===== src/rtl/rf_wb_arbiter.sv =====
// Register-file writeback arbiter: round-robin sharing of the general write port,
// a PC port that always wins, and a per-register pending-write scoreboard.
module rf_wb_arbiter #(
  parameter int DW   = 16,
  parameter int AW   = 4,
  parameter int NREQ = 3
) (
  input  logic                 clk,
  input  logic                 rst_n,
  input  logic [NREQ-1:0]      req_valid,
  input  logic [NREQ*AW-1:0]   req_addr,
  input  logic [NREQ*DW-1:0]   req_data,
  output logic [NREQ-1:0]      req_ready,
  input  logic                 pc_valid,
  input  logic [AW-1:0]        pc_addr,
  input  logic [DW-1:0]        pc_data,
  input  logic                 issue_en,
  input  logic [AW-1:0]        issue_addr,
  input  logic                 flush,
  input  logic [AW-1:0]        chk1_addr,
  input  logic [AW-1:0]        chk2_addr,
  output logic                 hazard1,
  output logic                 hazard2,
  output logic [(2**AW)-1:0]   pending,
  output logic                 w_en,
  output logic [AW-1:0]        w_addr,
  output logic [DW-1:0]        w_data,
  output logic                 pc_en,
  output logic [AW-1:0]        pc_addr_o,
  output logic [DW-1:0]        pc_data_o
);

  localparam int IW = (NREQ > 1) ? $clog2(NREQ) : 1;
  localparam int NR = 2**AW;

  // Handshake: requester i transfers when req_valid[i] & req_ready[i] on a rising
  // edge; it keeps valid/addr/data stable until then. req_ready is one-hot or zero.
  logic [IW-1:0]   last;
  logic [NREQ-1:0] grant;
  logic            xfer;
  logic [IW-1:0]   sel_idx;
  logic [AW-1:0]   sel_addr;
  logic [DW-1:0]   sel_data;
  logic [NR-1:0]   pending_nxt;

  always_comb begin : grant_scan
    int  idx;
    logic found;
    idx   = 0;
    found = 1'b0;
    grant = '0;
    for (int k = 1; k <= NREQ; k++) begin
      idx = int'(last) + k;
      if (idx >= NREQ) idx = idx - NREQ;
      if (!found && req_valid[idx]) begin
        grant[idx] = 1'b1;
        found      = 1'b1;
      end
    end
    // PC update or flush owns this cycle; the requester simply waits.
    if (!rst_n || pc_valid || flush) grant = '0;
  end

  always_comb begin
    sel_idx  = '0;
    sel_addr = '0;
    sel_data = '0;
    for (int i = 0; i < NREQ; i++) begin
      if (grant[i]) begin
        sel_idx  = IW'(i);
        sel_addr = req_addr[i*AW +: AW];
        sel_data = req_data[i*DW +: DW];
      end
    end
  end

  assign xfer      = |grant;
  assign req_ready = grant;

  // Clear comes from the write leaving on this edge; a same-cycle issue re-sets it.
  always_comb begin
    pending_nxt = pending;
    if (w_en) pending_nxt[w_addr] = 1'b0;
    if (issue_en) pending_nxt[issue_addr] = 1'b1;
    if (flush) pending_nxt = '0;
  end

  assign hazard1 = pending[chk1_addr];
  assign hazard2 = pending[chk2_addr];

  always_ff @(posedge clk or negedge rst_n) begin
    if (!rst_n) begin
      last      <= IW'(NREQ - 1);
      pending   <= '0;
      w_en      <= 1'b0;
      w_addr    <= '0;
      w_data    <= '0;
      pc_en     <= 1'b0;
      pc_addr_o <= '0;
      pc_data_o <= '0;
    end else begin
      pending <= pending_nxt;
      w_en    <= xfer;
      if (xfer) begin
        last   <= sel_idx;
        w_addr <= sel_addr;
        w_data <= sel_data;
      end
      pc_en <= pc_valid;
      if (pc_valid) begin
        pc_addr_o <= pc_addr;
        pc_data_o <= pc_data;
      end
    end
  end

endmodule


===== config.mk =====
export PLATFORM = sky130hd
export DESIGN_NAME = rf_wb_arbiter
export DESIGN_NICKNAME = d
export VERILOG_FILES = /design/src/rtl/rf_wb_arbiter.sv
export SDC_FILE = /design/constraint.sdc
export NUM_CORES = 1
export LEC_CHECK = 0
export ABC_CLOCK_PERIOD_IN_PS = 8400
export BUFFER_PORTS_ARGS = -buffer_cell sky130_fd_sc_hd__buf_2
export CELL_PAD_IN_SITES_DETAIL_PLACEMENT = 1
export CELL_PAD_IN_SITES_GLOBAL_PLACEMENT = 1
export CORE_ASPECT_RATIO = 0.7
export CORE_MARGIN = 3
export CORE_UTILIZATION = 38
export DETAILED_ROUTE_END_ITERATION = 10
export HOLD_SLACK_MARGIN = 0.15
export PLACE_DENSITY_LB_ADDON = 0.05
export SYNTH_ARGS = -nofsm -noshare
export SYNTH_HDL_FRONTEND = slang
export SYNTH_SLANG_ARGS = --single-unit

===== constraint.sdc =====
create_clock -name clk -period 8.4 [get_ports clk]
set_clock_uncertainty 0.1 [all_clocks]
set_input_delay 0.84 -clock clk [delete_from_list [all_inputs] [get_ports clk]]
set_output_delay 0.84 -clock clk [all_outputs]
set_load 0.05 [all_outputs]

==> reports/results.ini <==
[run_status]
status = complete, no violations

[clock_tree]
cts-root-buf = clkbuf_16
clk_path_buf_depth = 2
tritoncts = yes
htreeDepth = 3
cts.clk_slew.worst_paths_ps = 60
hold_buffers = 0
cts_resized = 0
cts_setup_buffers = 0
cts_sinks = 60
cts_made_buffers = 9
clk_latency_ps = 320

[route]
wl_met2_microns = 5220
num_vias = 3267
wirelength_microns = 11790
wl_met3_microns = 890
drc = 0
dr.max_layer_used = met4
drt_pass1_iterations = 4
drt_iter0_drc = 156
final_antenna_net_count = 0
wl_met1_microns = 5563
routed_via_density = 5.585
wl_per_cell_microns = 20.15

[timing]
hold_violations = 0
tns_ps = 0
fin_crit_sh_pct = 53.59
slew_viol_final = 0
rsz0062_at_grt = no
max_freq_mhz = 222.2
hold_slack_ps = 391.1
finalWorstSetupSlack_ps = 3899
fin_crit_ps = 4501
finalSetupViolations = 0
max_slew.worst_pin.slew_ps = 1192
slew_headroom_pct = 20.53

[floorplanning]
coreArea_sq_um = 8653
fp.dieArea_sq_um = 10340
initial_utilization_pct = 40.12
dieHeight_microns = 85.98
io_pins = 163
rows = 28
fp.dieW_microns = 120.3

[synthesis]
avgSynthCellArea_sq_um = 11.31
yosysSeqAreaShare_pct = 43.28
synth.distinct_cells = 51
synthCells = 307
synth_seq_cells = 60
synth.area.top_cells = dfrtp_1, mux2_2, mux4_2, o32a_1, and4_1
yosysTopAreaCell = dfrtp_1
yosysTopAreaCellShare_pct = 42.52
netlist_area_sq_um = 3472
synth-edff-count = 0
synth_ff_type = dfrtp_1
syn-num-nets = 412
synthArstFlopShare_pct = 100.0
ys_warn_count = 0

[global_route]
grt_first_pass_wirelength_microns = 18490
grt_use_total_pct = 23.06
first_global_vias = 3453
grt-ovfl-total = 0
antenna_found_initial = 0
grt_max_degree = 63

[cells_and_area]
fillers = 1016
regArea_sq_um = 1503
num-nets-final = 565
layout_common_cells = buf_2, dfrtp_1, mux2_2, and4_1
multi_input_area_sq_um = 1833
finalNonFillerCells = 585
drive_above_1_share_pct = 47.96
num_antenna_cells = 0
area_growth_pct = 34.23
layout_commonest_cell = buf_2

[critical_path]
path_cells = buf_2 > buf_4 > or3b_2 > a21oi_2 > buf_2
start_kind = input pin
max_stage_delay_ps = 800
path_max_fanout = 62
crit_path_end_kind = output pin
critPathKind = input pin to output pin
crit_top_cell = buf_2
cpMaxStageDelayCell = a21oi_2
arrival_ps = 3560
crit_required_ps = 7460

[pwr]
vdd_drop_max_uv = 166.6
p_per_area_nw_per_um2 = 351.4
p_leak_nw = 2.185

[run]
max-cap-violations = 0

[min_path]
hold_path_class = flip-flop to flip-flop

[placed_design]
place_inst = 569
place_ws_ps = 3835
io_buffers = 162
post-dp-hpwl_microns = 8729
gp_congestion = 0.8441

-- synth_stat cells (2+ instances only) --
library cell,number
and3_1,2
or3b_2,2
and4_1,21
nor3b_1,2
mux4_2,10
or2_2,2
nor2b_1,2
o21a_1,19
dfrtp_1,59
mux2_2,21
a21o_1,19
nand4_1,2
nor2_1,6
buf_2,7
a21oi_1,19
o21ai_0,17
clkbuf_1,11
buf_1,2
nand2b_1,4
nand3_1,6
inv_1,4
ha_1,5
nand3b_1,2
buf_4,2
nand2_1,16
o32a_1,19
a2bb2oi_1,2
-- registers in the layout, indices dropped and copies added (netlist names) --
signal and flops:
pc_addr_o 4, w_en 1, pc_en 1, pc_data_o 16, pending 16, w_data 16, last 2, w_addr 4
-- kinds of logic (layout without fill, tap and decap cells) --
group | Yosys count | in the layout | share of synthesized area [%]
buf+inv | 28 | 186 | 4.180
flops | 60 | 60 | 43.28
fa+ha+maj | 5 | 5 | 1.802
simple gates | 72 | 72 | 13.12
compound gates | 109 | 109 | 23.60
mux | 33 | 33 | 14.02
-- metal layers --
metal / GRT usage [%] / vias to the layer above
met3: 7.053 / 8
met1: 32.03 / 1613
met2: 35.22 / 138
met4: 6.481 / 0
met5: 0 / -
li1: - / 1508
-- report_power, final --
part,switching (mW),internal [mW]
clock network,0.128,0.267
registers,0.0521,0.359
logic,0.558,0.273
-- per-stage QoR --
step | area [sq um] | total power [mW] | utilization, %
after floorplan | 3472 | 1.056 | -
after global placement | 4342 | 1.228 | 50.17
after detailed placement | 4342 | 1.249 | 50.17
after CTS | 4661 | 1.651 | 53.86
after global routing | 4661 | 1.733 | 53.86
final | 4661 | 1.638 | 53.86
-- worst paths after layout --
kind / startpoint / end / slack [ps] / depth (start not counted)
max: rst_n / req_ready[2] / 3900 / 5
min: w_data[1]$_DFFE_PN0P_ / w_data[1]$_DFFE_PN0P_ / 390 / 1
max reg2reg: last[0]$_DFFE_PN0P_ / w_data[12]$_DFFE_PN0P_ / 4660 / 9
min reg2reg: w_data[1]$_DFFE_PN0P_ / w_data[1]$_DFFE_PN0P_ / 390 / 1
max in group asynchronous: rst_n / pc_data_o[15]$_DFFE_PN0P_ / 7090 / 2
min in group asynchronous: rst_n / w_data[12]$_DFFE_PN0P_ / 590 / 2
-- critical path: cells and delay by family --
| family | cells | cell delay [ps] |
|---|---|---|
| buffers and inverters | 3 | 1100 |
| AOI/OAI and AO/OA | 1 | 800 |
| and+or+nand+nor | 1 | 780 |
-- layout make-up --
class	instances	share of cell area, %
timing repair buffer	166	18.04
clock buffer	12	5.289
sequential	60	32.24
clock inverter	4	1.557
inverter	4	0.3221
tap	120	3.221
multi-input combinational	219	39.33
Power figures use the tool's default switching activity.
